File: src/rtl/pc_fetch_sequencer.sv
// pc_fetch_sequencer
// Holds the fetch program counter and turns the 2-bit next-PC select coming
// from the jump/branch controller into instruction-memory requests. Wrong-path
// fetches that overlap a redirect are squashed, and decode gets a one-cycle
// flush pulse. The reset is synchronous and active-low.
module pc_fetch_sequencer #(
  parameter int unsigned      WIDTH    = 32,
  parameter logic [WIDTH-1:0] RESET_PC = 32'h0000_0000
) (
  input  logic             clk,
  input  logic             rst_n,
  input  logic [1:0]       pc_sel,
  input  logic             sel_valid,
  input  logic [15:0]      branch_off,
  input  logic [25:0]      jump_target,
  input  logic [WIDTH-1:0] reg_target,
  input  logic             stall,
  input  logic             imem_ack,
  output logic             imem_req,
  output logic [WIDTH-1:0] imem_addr,
  output logic             fetch_valid,
  output logic [WIDTH-1:0] dec_pc,
  output logic             flush
);

  // Next-PC select encodings from the jump/branch controller.
  localparam logic [1:0] SEL_SEQ    = 2'b00;
  localparam logic [1:0] SEL_BRANCH = 2'b01;
  localparam logic [1:0] SEL_REG    = 2'b10;
  localparam logic [1:0] SEL_JUMP   = 2'b11;

  localparam logic [WIDTH-1:0] PC_STEP = WIDTH'(4);

  typedef enum logic [1:0] {
    S_START = 2'd0,
    S_FETCH = 2'd1,
    S_PEND  = 2'd2,
    S_IDLE  = 2'd3
  } state_t;

  state_t           state_r;
  state_t           next_state_s;

  logic [WIDTH-1:0] pc_r;
  logic [WIDTH-1:0] pc_next_s;
  logic [WIDTH-1:0] redir_pc_r;
  logic [WIDTH-1:0] redir_pc_next_s;
  logic [WIDTH-1:0] dec_pc_r;
  logic [WIDTH-1:0] dec_pc_next_s;
  logic             imem_req_r;
  logic             flush_r;
  logic             flush_next_s;

  logic             redirect_s;
  logic             ack_s;
  logic [WIDTH-1:0] dec_pc4_s;
  logic [WIDTH-1:0] branch_disp_s;
  logic [WIDTH-1:0] target_s;

  // Only bits [WIDTH-1:2] of a register target form a word address.
  logic             unused_reg_lsb_s;
  assign unused_reg_lsb_s = ^reg_target[1:0];

  // Sign-extend the word offset and convert it to a byte displacement.
  function automatic logic [WIDTH-1:0] branch_disp(input logic [15:0] off);
    branch_disp = {{(WIDTH - 18){off[15]}}, off, 2'b00};
  endfunction

  // Redirect request and the target it selects, relative to the decode PC.
  always_comb begin
    redirect_s    = sel_valid & (pc_sel != SEL_SEQ);
    dec_pc4_s     = dec_pc_r + PC_STEP;
    branch_disp_s = branch_disp(branch_off);
    target_s      = dec_pc4_s;
    case (pc_sel)
      SEL_BRANCH: target_s = dec_pc4_s + branch_disp_s;
      SEL_JUMP:   target_s = {dec_pc4_s[WIDTH-1:28], jump_target, 2'b00};
      SEL_REG:    target_s = {reg_target[WIDTH-1:2], 2'b00};
      SEL_SEQ:    target_s = dec_pc4_s;
      default:    target_s = dec_pc4_s;
    endcase
  end

  // An acknowledge only counts while a request is actually outstanding.
  assign ack_s = imem_ack & imem_req_r;

  // Next-state and next-register values; every target holds by default.
  always_comb begin
    next_state_s    = state_r;
    pc_next_s       = pc_r;
    redir_pc_next_s = redir_pc_r;
    dec_pc_next_s   = dec_pc_r;
    flush_next_s    = 1'b0;
    case (state_r)
      S_START: begin
        if (stall) begin
          next_state_s = S_IDLE;
        end else begin
          next_state_s = S_FETCH;
        end
      end
      S_FETCH: begin
        if (redirect_s) begin
          if (ack_s) begin
            // The returning instruction is wrong-path: drop it, jump now.
            pc_next_s    = target_s;
            flush_next_s = 1'b1;
          end else begin
            // Address must stay stable until the ack; park the target.
            redir_pc_next_s = target_s;
            next_state_s    = S_PEND;
          end
        end else if (ack_s) begin
          dec_pc_next_s = pc_r;
          pc_next_s     = pc_r + PC_STEP;
          if (stall) begin
            next_state_s = S_IDLE;
          end else begin
            next_state_s = S_FETCH;
          end
        end else begin
          next_state_s = S_FETCH;
        end
      end
      S_PEND: begin
        // Further redirects are ignored until the stale fetch drains.
        if (ack_s) begin
          pc_next_s    = redir_pc_r;
          flush_next_s = 1'b1;
          next_state_s = S_FETCH;
        end else begin
          next_state_s = S_PEND;
        end
      end
      S_IDLE: begin
        if (redirect_s) begin
          pc_next_s    = target_s;
          flush_next_s = 1'b1;
        end else begin
          pc_next_s = pc_r;
        end
        if (stall) begin
          next_state_s = S_IDLE;
        end else begin
          next_state_s = S_FETCH;
        end
      end
      default: begin
        next_state_s = S_START;
      end
    endcase
  end

  // State, PC and output registers with synchronous active-low reset.
  always_ff @(posedge clk) begin
    if (!rst_n) begin
      state_r    <= S_START;
      pc_r       <= RESET_PC;
      redir_pc_r <= RESET_PC;
      dec_pc_r   <= RESET_PC;
      imem_req_r <= 1'b0;
      flush_r    <= 1'b0;
    end else begin
      state_r    <= next_state_s;
      pc_r       <= pc_next_s;
      redir_pc_r <= redir_pc_next_s;
      dec_pc_r   <= dec_pc_next_s;
      imem_req_r <= (next_state_s == S_FETCH) || (next_state_s == S_PEND);
      flush_r    <= flush_next_s;
    end
  end

  assign imem_req    = imem_req_r;
  assign imem_addr   = pc_r;
  assign dec_pc      = dec_pc_r;
  assign flush       = flush_r;
  assign fetch_valid = imem_ack & imem_req_r & (state_r == S_FETCH) & ~redirect_s;

endmodule

File: config.mk
export PLATFORM = sky130hd
export DESIGN_NAME = pc_fetch_sequencer
export DESIGN_NICKNAME = d
export VERILOG_FILES = /design/src/rtl/pc_fetch_sequencer.sv
export SDC_FILE = /design/constraint.sdc
export NUM_CORES = 1
export LEC_CHECK = 0
export ABC_AREA = 1
export CORE_MARGIN = 2
export CORE_UTILIZATION = 52
export CTS_CLUSTER_SIZE = 14
export DETAILED_ROUTE_END_ITERATION = 16
export PLACE_DENSITY = 0.87
export SYNTH_ARGS = -nofsm -noshare
export SYNTH_HDL_FRONTEND = slang
export SYNTH_SLANG_ARGS = --single-unit
File: constraint.sdc
create_clock -name clk -period 4.63 [get_ports clk]
set_input_delay 0.926 -clock clk [delete_from_list [all_inputs] [get_ports clk]]
set_output_delay 0.926 -clock clk [all_outputs]
set_load 0.02 [all_outputs]
[After elaboration in Yosys (flattened, before gate mapping)]
Index checks and enable logic that the tools add are counted.
Storage, ports and cells
  word-level logic and storage cells: 52
  output and inout port bits: 67
  bits of input ports: 81
  register bits: 100
Operators by class
  bitwise gates (word level): 6
  eq/ne operators: 11
  reductions and logical operators: 9
  add/subtract/negate cells: 3
  mux-type cells: 17
Operators with widths (number)
  32-bit 2-to-1 mux: 5
  32-bit one-hot mux with 4 select lines: 1
  32-bit one-hot mux with 3 select lines: 1
  32-bit by 3-bit adder with 32-bit output (second input constant): 2
  32-bit adder: 1
  2-bit equality test (second input constant): 5
  2-bit 2-to-1 mux: 5
  2-bit by 1-bit equality test with 1-bit output (second input constant): 3
  2-bit != test (second input constant): 3
  2-bit one-hot mux with 3 select lines: 1
  3-bit AND reduction: 2
  1-bit bitwise AND: 4
  2-bit zero test: 2
  4-bit AND reduction: 1
  1-bit 2-to-1 mux: 3
  1-bit one-hot mux with 3 select lines: 1
  3-bit nonzero test: 1
  1-bit inverter: 2
  2-bit nonzero test: 1
  2-bit OR reduction: 1
  1-bit logical OR: 1

[Depth between registers and ports, before layout]
  depth in word-level cells: 6
  mapped depth: 25
  mapped depth without buffers: 25

[Least setup slack after synthesis]
OpenSTA, ideal clock, no wires.
  path kind: input port to output port
  start: in pc_sel[1]
  end: out fetch_valid
  path slack: 1847 ps
  stages: 6
  arrival: 1857 ps
  buffers on the path: 1
  cell sequence: nor2_4 -> inv_2 -> nand2_4 -> nand2_1 -> inv_1 -> clkbuf_1
On the way
  longest elaborated chain between the ends: 4
RTL lines
  start: declaration: RTL line 12  | input logic [1:0] pc_sel,
  2-bit nonzero test: RTL line 71  | redirect_s = sel_valid & (pc_sel != SEL_SEQ);
  1-bit bitwise AND: RTL line 71
  1-bit inverter (no line)
  1-bit bitwise AND: RTL line 177  | assign fetch_valid = imem_ack & imem_req_r & (state_r == S_FETCH) & ~redirect_s;
  end: declaration: RTL line 21  | output logic fetch_valid,
No other way between the ends.

[Worst setup path after layout]
  start: in pc_sel[0]
  end: out fetch_valid
Same word-level chain as after synthesis.

==> results by group <==
Die
  – Row count: 47
  – Io pins: around 150
  – Die X: 134 um
  – Area of the die: 0.0179 mm^2
  – Die span in y: 134 um
  – Core area: about 0.017 mm^2
  – Starting Density: a little over half

Synth
  – Synth warn: 0
  – Synth Area in Adders: 5.65%
  – Post-synthesis simple-gate area fraction: roughly 39%
  – XOR/XNOR share of the synthesized area: under 10%
  – Largest family of logic cells by synthesized area: simple AND/OR/NAND/NOR gates
  – Main flop type after synthesis: dfxtp_1
  – Synthesized area per cell: 5.93 um^2
  – Synth async-reset ratio: 0%
  – Syn Inst Count: 1,480
  – Mux cell area share after synthesis: 0%
  – Synthesized cell area: 0.00878 mm^2
  – Syn Nets: approximately 1,600
  – Sequential area share after synthesis: between 20 and 25%
  – Post-synthesis compound-gate area fraction: 19.6%
  – Number of synthesized register bits: 100
  – Distinct cells, synth: 58
  – Post-synth EDFFs: 0

Placement
  – Port bufs: 145
  – Placer congestion estimate: about 0.94
  – Detailed Place HPWL: 23,500 um
  – Post-DP Area: ~0.010 mm^2

Cells and area
  – Layout Area Growth over Synthesis: 21.2%
  – Storage cell area: 0.00200 mm^2
  – Footprint of the multi-input gates: between 0.005 and 0.006 mm^2
  – Most frequent cells in the layout: nand2_1 (416), inv_1 (196), clkdlybuf4s50_1 (144)
  – Share of cells above drive strength 1: approximately 6.2%
  – Layout Nets: around 1,700
  – Diodes inserted: 0
  – Final Cell Area: between 0.01 and 0.015 mm^2
  – Most common cell after layout, fill and taps aside: nand2_1
  – Filler cell count: around 1,600

Setup path
  – Worst Setup EP: fetch_valid
  – Reg2Reg Depth: 19
  – Crit path kind: in2out
  – Crit. End Element: output pin
  – Reg-to-Reg Start: dec_pc[3]
  – R2r setup slk: approximately 1.1 ns
  – Setup crit start: pc_sel[0]
  – Req. time, crit path: 3.70 ns
  – CP Launch Type: primary input
  – Crit-path max FO: 8
  – Critical R2R Capture: imem_addr[23]
  – Crit path DAT: 2.80 ns

Clock network
  – Root buf cell: clkbuf_16
  – Htree depth: 3
  – Maximum buffer depth of the clock tree: 2
  – Post-CTS Hold Fix Bufs: 0
  – Clk pin slew, worst setup/hold paths: 0.08 ns
  – CTS Sinks: 100
  – Post-cts resize count: 0
  – CTS tree: yes
  – Clock Latency Late Sink: about 0.35 ns
  – # Post-CTS Setup Buffers: 0
  – Num CTS Buffers: 9

STA
  – Worst-margin pin slew: between 0.8 and 0.9 ns
  – RSZ-0062 raised after global routing: no
  – Slew HR: between 40% and 50%
  – Worst clock skew: around 0.012 ns
  – Max Slew Vio Count: 0
  – Post-route setup TNS: 0 ns
  – Hold Vio Cnt, Final: 0
  – Final setup fails: 0
  – Post-route clock period utilization: between 80 and 90%
  – Max Clk Rate: about 0.27 GHz
  – Final min period: about 3.7 ns

Pwr
  – Psw: between 2000 and 2500 uW
  – Max VDD drop: around 0.0004 V
  – Power Total: ~4300 uW
  – Leakage: roughly 0.0050 uW
  – Internal power: 2280 uW
  – Power Dens Cells: around 400 mW/mm^2
  – Sw Ratio: a little under half
  – Combinational share of power: just over 50%
  – Flop pwr share: between 30% and 40%
  – Clock power frac: about 17%

Min path
  – Min-delay worst type: reg2reg
  – Hold path start: imem_addr[1]
  – WHS Path Cells: 2

Global routing
  – Vias in the first global route: about 9,400
  – Global-route wire length before repair: 47,800 um
  – Initial antenna violation count: 1
  – Overflow after GRT: 0
  – Pin count of the biggest net entering global routing: between 70 and 80
  – Total GRT Usage: 33.4%

Run status
  – Status: completed

Routing
  – DRC viols: 0
  – TritonRoute pass-1 iters: 6
  – Vias: slightly above 10,000
  – Post-DRT Antenna Nets: 0
  – Wire per inst: approximately 17 um
  – DRT iter0 DRCs: about 1,100
  – Final wirelength: around 30,000 um
  – Via density per instance: approximately 5.6

Run
  – Max cap viols: 0
==> cell usage after synthesis, types with 2 or more instances <==
| library cell | number | area share (%) |
|---|---|---|
| a211oi_1 | 8 | 0.68 |
| a21o_1 | 2 | 0.17 |
| a21oi_1 | 125 | 7.1 |
| a21oi_2 | 3 | 0.30 |
| a221oi_1 | 4 | 0.40 |
| a22o_1 | 4 | 0.40 |
| a31oi_1 | 9 | 0.64 |
| and2_1 | 8 | 0.57 |
| and3_1 | 2 | 0.14 |
| buf_2 | 14 | 0.80 |
| clkbuf_1 | 23 | 0.98 |
| clkbuf_2 | 2 | 0.11 |
| clkbuf_8 | 2 | 0.31 |
| clkinv_1 | 2 | 0.086 |
| dfxtp_1 | 100 | 23 |
| ha_1 | 38 | 5.4 |
| inv_1 | 196 | 8.4 |
| inv_2 | 9 | 0.38 |
| nand2_1 | 416 | 18 |
| nand2_2 | 13 | 0.93 |
| nand2_4 | 4 | 0.51 |
| nand3_1 | 101 | 5.8 |
| nand3_2 | 3 | 0.34 |
| nand4_1 | 21 | 1.5 |
| nand4_2 | 2 | 0.29 |
| nor2_1 | 138 | 5.9 |
| nor2_2 | 11 | 0.78 |
| nor2_4 | 12 | 1.5 |
| nor2_8 | 2 | 0.46 |
| nor3_1 | 11 | 0.63 |
| nor3_2 | 3 | 0.34 |
| nor3b_1 | 2 | 0.17 |
| o2111ai_1 | 2 | 0.20 |
| o211ai_1 | 4 | 0.34 |
| o21a_1 | 4 | 0.34 |
| o21ai_0 | 112 | 6.4 |
| o21ai_1 | 20 | 1.1 |
| o21bai_1 | 6 | 0.51 |
| o22ai_1 | 2 | 0.14 |
| or2_2 | 3 | 0.21 |
| xnor2_1 | 4 | 0.40 |
| xor2_1 | 17 | 1.7 |
==> cell families after synthesis <==
family,count (synthesis)
XOR/XNOR,21
adder cells (fa/ha/maj),39
AO/OA/AOI/OAI,312
flip-flops,100
AND/OR/NAND/NOR,757
buffers and inverters,251
==> per-stage QoR <==
stage / instances / setup slack (ns) / utilization [%] / hold slack [ns]
floorplan: 1480 / 1.85 / - / 0.464
global placement: 1811 / 0.929 / 62.7 / 0.458
detailed placement: 1811 / 0.905 / 62.7 / 0.469
CTS: 1827 / 0.911 / 64.4 / 0.479
global route: 1827 / 0.813 / 64.4 / 0.501
finish: 1827 / 0.904 / 64.4 / 0.475
==> per-layer routing <==
metal	routed length, um	track usage [%]
met3	2750	4.50
met2	14100	55.7
met5	0	0
met4	812	11.2
met1	12800	44.4
==> worst max-delay path, cell delays in order <==
cell and delay (ns):
clkdlybuf4s50_1 0.64, nor2_4 0.19, inv_2 0.10, nand2_4 0.13, nand2_1 0.11, inv_1 0.09, clkdlybuf4s50_1 0.60
==> power by group through the flow <==
stage               Combinational [uW]  Sequential [uW]  Clock, uW
floorplan                         1240             1500          0
global placement                  2070             1390          0
detailed placement                2120             1400          0
CTS                               2140             1380        725
global route                      2380             1420        764
finish                            2170             1400        727
==> cell type report <==
cell class | count | area share, %
Inverter | 207 | 7.30
Clock inverter | 7 | 0.541
Multi-Input combinational cell | 1129 | 54.3
Tap cell | 220 | 2.59
Clock buffer | 9 | 2.12
Sequential cell | 100 | 18.8
Timing Repair Buffer | 155 | 14.3
==> worst min path at each step <==
| stage | endpoint | slack (ns) |
|---|---|---|
| after detailed placement | dec_pc[1] | 0.47 |
| after floorplan | redir_pc_r[12] | 0.46 |
| after global routing | dec_pc[0] | 0.50 |
| after global placement | dec_pc[1] | 0.46 |
| after CTS | dec_pc[1] | 0.48 |
| final | dec_pc[1] | 0.48 |
==> registers in the layout, summed over array words and instances, names as in the netlist <==
register and count:
redir_pc_r 32, dec_pc 32, imem_addr 32, flush 1
state_r 2, imem_req 1
Note: power is estimated with default switching activity, not from simulation.
